[src/rtl/cpu_pkg.sv]
// Shared types for the hardwired control unit: T-state enum, opcode values,
// instruction classes and the packed strobe bundle driven onto the datapath.
package cpu_pkg;

    typedef enum logic [3:0] {
        T0, T1, T1W, T2, T3, T4, T5, T6, T7, HALT
    } state_t;

    localparam logic [4:0] OP_LD   = 5'b00000;
    localparam logic [4:0] OP_LDI  = 5'b00001;
    localparam logic [4:0] OP_ST   = 5'b00010;
    localparam logic [4:0] OP_ADD  = 5'b00011;
    localparam logic [4:0] OP_SHL  = 5'b01011;
    localparam logic [4:0] OP_ADDI = 5'b01100;
    localparam logic [4:0] OP_ANDI = 5'b01101;
    localparam logic [4:0] OP_ORI  = 5'b01110;
    localparam logic [4:0] OP_DIV  = 5'b01111;
    localparam logic [4:0] OP_MUL  = 5'b10000;
    localparam logic [4:0] OP_NEG  = 5'b10001;
    localparam logic [4:0] OP_NOT  = 5'b10010;
    localparam logic [4:0] OP_BRZR = 5'b10011;
    localparam logic [4:0] OP_JR   = 5'b10100;
    localparam logic [4:0] OP_IN   = 5'b10110;
    localparam logic [4:0] OP_OUT  = 5'b10111;
    localparam logic [4:0] OP_MFHI = 5'b11000;
    localparam logic [4:0] OP_MFLO = 5'b11001;
    localparam logic [4:0] OP_NOP  = 5'b11010;
    localparam logic [4:0] OP_HALT = 5'b11011;

    typedef enum logic [3:0] {
        CLS_NOP, CLS_ALU3, CLS_IMM, CLS_UNARY, CLS_MULDIV, CLS_MFHI, CLS_MFLO,
        CLS_LDI, CLS_LD, CLS_ST, CLS_IN, CLS_OUT, CLS_HALT, CLS_BRZR, CLS_JR
    } instr_class_t;

    // Field order matches the port concatenation in control_sequencer.
    typedef struct packed {
        logic hi_out, lo_out, zhi_out, zlo_out, pc_out, mdr_out, inport_out, c_out;
        logic mar_in, z_in, pc_in, mdr_in, ir_in, y_in, hi_in, lo_in, con_in, outport_in;
        logic gra, grb, grc, r_in, r_out, ba_out, inc_pc;
        logic mem_read, mem_write, mem_enable;
    } strobes_t;

    function automatic instr_class_t classify(input logic [4:0] op);
        instr_class_t cls;
        cls = CLS_NOP;
        if (op >= OP_ADD && op <= OP_SHL) begin
            cls = CLS_ALU3;
        end else begin
            case (op)
                OP_LD:                     cls = CLS_LD;
                OP_LDI:                    cls = CLS_LDI;
                OP_ST:                     cls = CLS_ST;
                OP_ADDI, OP_ANDI, OP_ORI:  cls = CLS_IMM;
                OP_DIV, OP_MUL:            cls = CLS_MULDIV;
                OP_NEG, OP_NOT:            cls = CLS_UNARY;
                OP_BRZR:                   cls = CLS_BRZR;
                OP_JR:                     cls = CLS_JR;
                OP_IN:                     cls = CLS_IN;
                OP_OUT:                    cls = CLS_OUT;
                OP_MFHI:                   cls = CLS_MFHI;
                OP_MFLO:                   cls = CLS_MFLO;
                OP_HALT:                   cls = CLS_HALT;
                default:                   cls = CLS_NOP;
            endcase
        end
        return cls;
    endfunction

endpackage

[src/rtl/mem_wait_timer.sv]
// Counts cycles a memory state has waited for memory_done; flags a timeout on
// the (WAIT_MAX-1)th cycle of one access that still has no memory_done.
module mem_wait_timer #(
    parameter int WAIT_MAX = 16
) (
    input  logic clk,
    input  logic rst_n,
    input  logic active,
    input  logic done,
    output logic timeout
);

    localparam int W = (WAIT_MAX > 2) ? $clog2(WAIT_MAX) : 1;
    localparam logic [W-1:0] LAST = W'(WAIT_MAX - 2);

    logic [W-1:0] count;

    // Leaving the memory states (or completing) rearms the counter for the next access.
    always_ff @(posedge clk or negedge rst_n) begin
        if (!rst_n) begin
            count <= '0;
        end else if (!active || done) begin
            count <= '0;
        end else if (count != LAST) begin
            count <= count + W'(1);
        end
    end

    assign timeout = active && !done && (count == LAST);

endmodule

[src/rtl/control_sequencer.sv]
// Hardwired Moore control unit: fetch T0..T2, execute T3..T7 per instruction class.
// Optional macro CTRL_BRANCH_EN enables brzr/jr; otherwise they execute as nop.
module control_sequencer
    import cpu_pkg::*;
#(
    parameter int WAIT_MAX = 16
) (
    input  logic       Clock,
    input  logic       clear,
    input  logic [4:0] ir_opcode,
    input  logic       con_ff_bit,
    input  logic       memory_done,
    output logic       HIout, LOout, Zhi_out, Zlo_out, PCout, MDRout, Inport_out, Cout,
    output logic       MARin, Zin, PCin, MDRin, IRin, Yin, HIin, LOin, CONin, outport_in,
    output logic       Gra, Grb, Grc, Rin, Rout, BAout, IncPC,
    output logic       Mem_Read, Mem_Write, Mem_enable512x32,
    output logic [4:0] opcode,
    output logic       run,
    output logic       mem_fault
);

    state_t       state, state_next;
    instr_class_t cls;
    strobes_t     strb;
    logic [4:0]   op_int;
    logic         mem_active, timeout;

`ifdef CTRL_BRANCH_EN
    assign cls = classify(ir_opcode);
`else
    assign cls = (classify(ir_opcode) inside {CLS_BRZR, CLS_JR}) ? CLS_NOP : classify(ir_opcode);
`endif

    assign mem_active = (state == T1) || (state == T1W) ||
                        (state == T6 && cls == CLS_LD) || (state == T7 && cls == CLS_ST);

    mem_wait_timer #(.WAIT_MAX(WAIT_MAX)) u_wait (
        .clk    (Clock),
        .rst_n  (clear),
        .active (mem_active),
        .done   (memory_done),
        .timeout(timeout)
    );

    always_ff @(posedge Clock or negedge clear) begin
        if (!clear) begin
            state     <= T0;
            mem_fault <= 1'b0;
        end else begin
            state <= state_next;
            if (timeout) mem_fault <= 1'b1;
        end
    end

    always_comb begin
        state_next = state;
        strb       = '0;
        op_int     = '0;
        if (state inside {T3, T4, T5, T6, T7}) op_int = ir_opcode;
        case (state)
            T0: begin
                strb.pc_out = 1'b1; strb.mar_in = 1'b1; strb.inc_pc = 1'b1; strb.z_in = 1'b1;
                state_next = T1;
            end
            T1, T1W: begin
                strb.mem_read = 1'b1; strb.mem_enable = 1'b1; strb.mdr_in = 1'b1;
                if (state == T1) begin
                    strb.zlo_out = 1'b1; strb.pc_in = 1'b1;
                end
                if (memory_done)  state_next = T2;
                else if (timeout) state_next = HALT;
                else              state_next = T1W;
            end
            T2: begin
                strb.mdr_out = 1'b1; strb.ir_in = 1'b1;
                state_next = T3;
            end
            T3: begin
                state_next = T0;
                case (cls)
                    CLS_ALU3, CLS_IMM: begin
                        strb.grb = 1'b1; strb.r_out = 1'b1; strb.y_in = 1'b1; state_next = T4;
                    end
                    CLS_UNARY: begin
                        strb.grb = 1'b1; strb.r_out = 1'b1; strb.z_in = 1'b1; state_next = T4;
                    end
                    CLS_MULDIV: begin
                        strb.gra = 1'b1; strb.r_out = 1'b1; strb.y_in = 1'b1; state_next = T4;
                    end
                    CLS_MFHI: begin strb.gra = 1'b1; strb.r_in = 1'b1; strb.hi_out = 1'b1; end
                    CLS_MFLO: begin strb.gra = 1'b1; strb.r_in = 1'b1; strb.lo_out = 1'b1; end
                    CLS_LDI, CLS_LD, CLS_ST: begin
                        strb.grb = 1'b1; strb.ba_out = 1'b1; strb.y_in = 1'b1; state_next = T4;
                    end
                    CLS_IN:  begin strb.inport_out = 1'b1; strb.gra = 1'b1; strb.r_in = 1'b1; end
                    CLS_OUT: begin strb.gra = 1'b1; strb.r_out = 1'b1; strb.outport_in = 1'b1; end
                    CLS_BRZR: begin
                        strb.gra = 1'b1; strb.r_out = 1'b1; strb.con_in = 1'b1; state_next = T4;
                    end
                    CLS_JR:   begin strb.gra = 1'b1; strb.r_out = 1'b1; strb.pc_in = 1'b1; end
                    CLS_HALT: state_next = HALT;
                    default: ;
                endcase
            end
            T4: begin
                state_next = T0;
                case (cls)
                    CLS_ALU3: begin
                        strb.grc = 1'b1; strb.r_out = 1'b1; strb.z_in = 1'b1; state_next = T5;
                    end
                    CLS_IMM: begin strb.c_out = 1'b1; strb.z_in = 1'b1; state_next = T5; end
                    CLS_UNARY: begin strb.zlo_out = 1'b1; strb.gra = 1'b1; strb.r_in = 1'b1; end
                    CLS_MULDIV: begin
                        strb.grb = 1'b1; strb.r_out = 1'b1; strb.z_in = 1'b1; state_next = T5;
                    end
                    CLS_LDI, CLS_LD, CLS_ST: begin
                        strb.c_out = 1'b1; strb.z_in = 1'b1; op_int = OP_ADD; state_next = T5;
                    end
                    CLS_BRZR: begin strb.pc_out = 1'b1; strb.y_in = 1'b1; state_next = T5; end
                    default: ;
                endcase
            end
            T5: begin
                state_next = T0;
                case (cls)
                    CLS_ALU3, CLS_IMM, CLS_LDI: begin
                        strb.zlo_out = 1'b1; strb.gra = 1'b1; strb.r_in = 1'b1;
                    end
                    CLS_MULDIV: begin strb.zlo_out = 1'b1; strb.lo_in = 1'b1; state_next = T6; end
                    CLS_LD, CLS_ST: begin strb.zlo_out = 1'b1; strb.mar_in = 1'b1; state_next = T6; end
                    CLS_BRZR: begin
                        strb.c_out = 1'b1; strb.z_in = 1'b1; op_int = OP_ADD; state_next = T6;
                    end
                    default: ;
                endcase
            end
            T6: begin
                state_next = T0;
                case (cls)
                    CLS_MULDIV: begin strb.zhi_out = 1'b1; strb.hi_in = 1'b1; end
                    CLS_LD: begin
                        strb.mem_read = 1'b1; strb.mem_enable = 1'b1; strb.mdr_in = 1'b1;
                        if (memory_done)  state_next = T7;
                        else if (timeout) state_next = HALT;
                        else              state_next = T6;
                    end
                    CLS_ST: begin
                        strb.gra = 1'b1; strb.r_out = 1'b1; strb.mdr_in = 1'b1; state_next = T7;
                    end
                    // The only output that looks at an input other than ir_opcode.
                    CLS_BRZR: begin
                        strb.zlo_out = con_ff_bit; strb.pc_in = con_ff_bit;
                    end
                    default: ;
                endcase
            end
            T7: begin
                state_next = T0;
                case (cls)
                    CLS_LD: begin strb.mdr_out = 1'b1; strb.gra = 1'b1; strb.r_in = 1'b1; end
                    CLS_ST: begin
                        strb.mem_write = 1'b1; strb.mem_enable = 1'b1;
                        if (memory_done)  state_next = T0;
                        else if (timeout) state_next = HALT;
                        else              state_next = T7;
                    end
                    default: ;
                endcase
            end
            HALT:    state_next = HALT;
            default: state_next = T0;
        endcase
    end

    // clear forces every strobe low immediately, not just at the next edge.
    assign {HIout, LOout, Zhi_out, Zlo_out, PCout, MDRout, Inport_out, Cout,
            MARin, Zin, PCin, MDRin, IRin, Yin, HIin, LOin, CONin, outport_in,
            Gra, Grb, Grc, Rin, Rout, BAout, IncPC,
            Mem_Read, Mem_Write, Mem_enable512x32} = clear ? strb : '0;
    assign opcode = clear ? op_int : 5'd0;
    assign run    = (state != HALT);

endmodule

[config.mk]
export PLATFORM = sky130hd
export DESIGN_NAME = control_sequencer
export DESIGN_NICKNAME = d
export VERILOG_FILES = /design/src/rtl/cpu_pkg.sv /design/src/rtl/mem_wait_timer.sv /design/src/rtl/control_sequencer.sv
export SDC_FILE = /design/constraint.sdc
export NUM_CORES = 1
export LEC_CHECK = 0
export CORE_ASPECT_RATIO = 0.6
export CORE_MARGIN = 1.5
export CORE_UTILIZATION = 55
export CTS_CLUSTER_DIAMETER = 100
export DETAILED_ROUTE_END_ITERATION = 7
export DONT_BUFFER_PORTS = 1
export GPL_ROUTABILITY_DRIVEN = 1
export GPL_TIMING_DRIVEN = 0
export HOLD_SLACK_MARGIN = 0.05
export PLACE_DENSITY = 0.7
export SETUP_SLACK_MARGIN = 0.05
export SLEW_MARGIN = 15
export SYNTH_ARGS = -nofsm -noshare
export SYNTH_HDL_FRONTEND = slang
export SYNTH_SLANG_ARGS = --single-unit
[constraint.sdc]
create_clock -name Clock -period 3.1 [get_ports Clock]
set_input_delay 0.31 -clock Clock [delete_from_list [all_inputs] [get_ports Clock]]
set_output_delay 0.31 -clock Clock [all_outputs]
set_load 0.01 [all_outputs]
==> key figures <==
Place
  – Port Buffers: 0
  – Hpwl dp: just under 4000 um
  – Post-DP Area: about 1700 um2
  – Placer Congestion: 0.974
  – DP Worst Slack: 0.458 ns

CTS
  – Num CTS Buffers: 3
  – H-tree levels: 1
  – Clk sinks: 9
  – CTS tree: done
  – Clock root cell: clkbuf_8
  – Setup repair bufs after CTS: 0
  – Clk_lat worst skew: about 0.23 ns
  – Max clock buf depth: 2
  – Worst-path clk slew: about 0.040 ns

Pwr
  – Switching Share: 0.524
  – Logic gate share of total power: 0.655
  – Clock Power Share: 0.143
  – VDD IR-drop max: about 310 uV
  – PD cells: ~530 nW/um2
  – Internal power consumption: approximately 450 uW
  – Leakage Power: 0.685 nW
  – Sequential power share: 0.201
  – Psw: around 500 uW

Critical path
  – Worst path slowest cell: a211oi_1
  – Worst setup EP type: primary output
  – CP bufs+invs: 1
  – Setup CP Type: input port to primary output
  – WP data arrival: about 2.4 ns
  – Number of stages on the worst setup path: 9
  – CP max stage delay: approximately 0.41 ns
  – Setup crit start kind: input port
  – CP required: between 2 and 3 ns
  – Crit path top cell by count: nand2_1
  – Crit-path cells: inv_1 -> ha_1 -> mux2i_1 -> o221ai_1 -> nand2_1 -> nand2_1 -> nor2_1 -> nand3_1 -> a211oi_1
  – Reg2reg path depth: 8
  – Crit-path max FO: 6
  – CP delay by family, top: simple AND/OR/NAND/NOR gates

Min path
  – Hold depth: 1
  – Hold Path Class: input port to flip-flop

Yosys
  – Sequential area share after synthesis: 0.134
  – Number of cells produced by synthesis: 226
  – Avg Cell Area, Syn: between 7 and 8 um2
  – Ys flop type: dfrtp_1
  – EDFF count, synth: 0
  – Yosys cell types: 65
  – Flop and latch count out of synthesis: 9
  – Synthesized Nets: between 200 and 250
  – Post-Synthesis Cell Area: about 1700 um2
  – Fraction of registers with async set/reset: 1.00
  – YS warnings: 0

Floorplanning
  – Core footprint: 2890 um2
  – Die Ht: 45.8 um
  – Row count: 15
  – Die area: around 3400 um2
  – Die Width: approximately 74 um
  – # IOs: 44
  – Initial Util: 0.581

Routing
  – DR WL/cell: around 18 um
  – Initial DRC count: between 200 and 250
  – Post-route antenna net violation count: 0
  – Via/cell ratio: 6.57
  – Drt pass-1 iters: 4
  – DRC: 0
  – Vias: between 1.5k and 2k
  – Detailed Route WL: about 4900 um

Finish
  – Final layout net count: roughly 250
  – Diodes inserted: 0
  – Filler cells: about 270
  – Area grow syn2layout: 6.41%
  – Post-route cell area: about 1800 um2
  – Most common cell after layout, fill and taps aside: nand2_1
  – Most frequent cells in the layout: 25 x nand2_1, 18 x nor2_1, 14 x nand3_1, 13 x a21oi_1, 10 x nor3_1
  – Layout cell share with drive strength beyond 1: 0.182

Global route
  – Largest net degree at the start of global routing: 11
  – Total congestion overflow: 0
  – Grt peak-use layer: met1
  – GRT Overall Usage: 0.297
  – Vias in the first global route: ~1.5k
  – Met3 Usage GRT: 0.0841
  – First-pass GRT wire length: 7590 um
  – GR Util met1: 0.468
  – Initial antenna violation count: 0
  – GR Layer Usage met2: 0.402

STA
  – Rel. slew slack: 0.509
  – Fin crit period: roughly 2.7 ns
  – Unrepaired setup endpoints after global routing: no
  – Post-Route Setup TNS: 0 ns
  – Worst Max-Slew Pin Slew: about 0.73 ns
  – Setup ws final: 0.402 ns
  – Final worst-path cycle share: 0.870
  – Fin. max-slew vios: 0
  – Final Hold Fails: 0
  – Max Fclk: between 300 and 400 MHz
  – Setup violations, final: 0
  – Clock Skew: 0.00185 ns

Flow run
  – Number of max-cap violations: 0

Outcome
  – Status: complete, no violations
==> path summary, 6_finish.rpt <==
check,endpoint,from,slack [ns]
worst max register to register,u_wait.count[1],state[2],0.97
worst max-delay path,MARin,ir_opcode[1],0.40
min in group asynchronous,u_wait.count[3],clear,0.45
worst min-delay path,state[0],memory_done,0.20
worst min register to register,mem_fault,mem_fault,0.55
max in group asynchronous,state[0],clear,2.37
==> registers in the layout, indices dropped and copies added, names as in the netlist <==
name,flops
state,4
u_wait.count,4
mem_fault,1
==> cells in the mapped netlist, types with 3 or more instances <==
library cell,instances,area share
nand4_1,6,0.022
dfrtp_1,9,0.13
nor4_1,3,0.011
and3_1,6,0.022
buf_2,5,0.015
buf_4,4,0.018
nor2_1,18,0.040
o21ai_0,7,0.021
nor2b_1,5,0.019
nor3_1,10,0.030
clkbuf_1,3,0.0067
and2_1,5,0.019
mux2i_1,4,0.024
o31ai_1,3,0.013
nand2_1,25,0.056
xnor2_1,5,0.026
a21oi_1,13,0.039
inv_1,6,0.013
a211oi_2,3,0.022
nand3_1,14,0.042
a31oi_1,3,0.011
ha_1,8,0.060
nand2b_1,6,0.022
==> cell families (layout without fill, tap and decap cells) <==
group | Yosys count | in the layout | share of synthesized area
other | 1 | 1 | 0.00223
and+or+nand+nor | 117 | 117 | 0.387
xor gates and xnor gates | 5 | 5 | 0.0261
adders and majority gates | 10 | 10 | 0.0723
buffers and inverters | 22 | 27 | 0.0775
AOI/OAI and AO/OA | 57 | 57 | 0.268
muxes | 5 | 5 | 0.0328
DFF | 9 | 9 | 0.134
==> power groups by stage <==
stage | Combinational, mW | Clock, mW | Sequential [mW]
global route | 0.675 | 0.144 | 0.197
finish | 0.623 | 0.136 | 0.191
CTS | 0.608 | 0.139 | 0.191
floorplan | 0.485 | 0 | 0.183
global placement | 0.593 | 0 | 0.193
detailed placement | 0.599 | 0 | 0.192
==> final cells by class <==
type,count,area [um2],share of cell area
inverters,6,22.5,0.0126
well taps,42,52.6,0.0294
flip-flops and latches,9,225,0.126
clock buffers,4,45.0,0.0252
repair buffers,1,10.0,0.00561
multi-input cells,195,1320,0.741
plain buffers,16,108,0.0603
==> per-stage QoR <==
| stage | power [mW] | util | hold slack, ns | std cells |
|---|---|---|---|---|
| 4_1_cts | 0.937 | 0.618 | 0.196 | 273 |
| 2_1_floorplan | 0.668 | - | 0.0144 | 226 |
| 6_report | 0.951 | 0.618 | 0.199 | 273 |
| 3_3_place_gp | 0.786 | 0.599 | 0.0148 | 268 |
| 3_5_place_dp | 0.791 | 0.599 | 0.0148 | 268 |
| 5_1_grt | 1.02 | 0.618 | 0.197 | 273 |
==> per-layer routing <==
metal / wire [um] / vias up
met5: 0 / -
met4: 0 / 0
met3: 574 / 0
met2: 1960 / 95
met1: 2390 / 850
li1: - / 848
==> worst reg2reg max path, cell delays in order (launching register included) <==
cell      delay [ns]
dfrtp_1         0.46
nor2b_1         0.17
buf_2           0.24
nand3_1         0.22
nor3_1          0.24
a21oi_1         0.09
o31ai_2         0.27
nand2b_2        0.15
a211oi_2        0.21
==> timing repair <==
action                                 in CTS  in global routing
setup endpoints to repair                   0                  0
resized for setup                           0                  0
endpoints found under the hold margin       9                  0
hold buffers                                1                  0
Note: power is estimated with default switching activity, not from simulation.
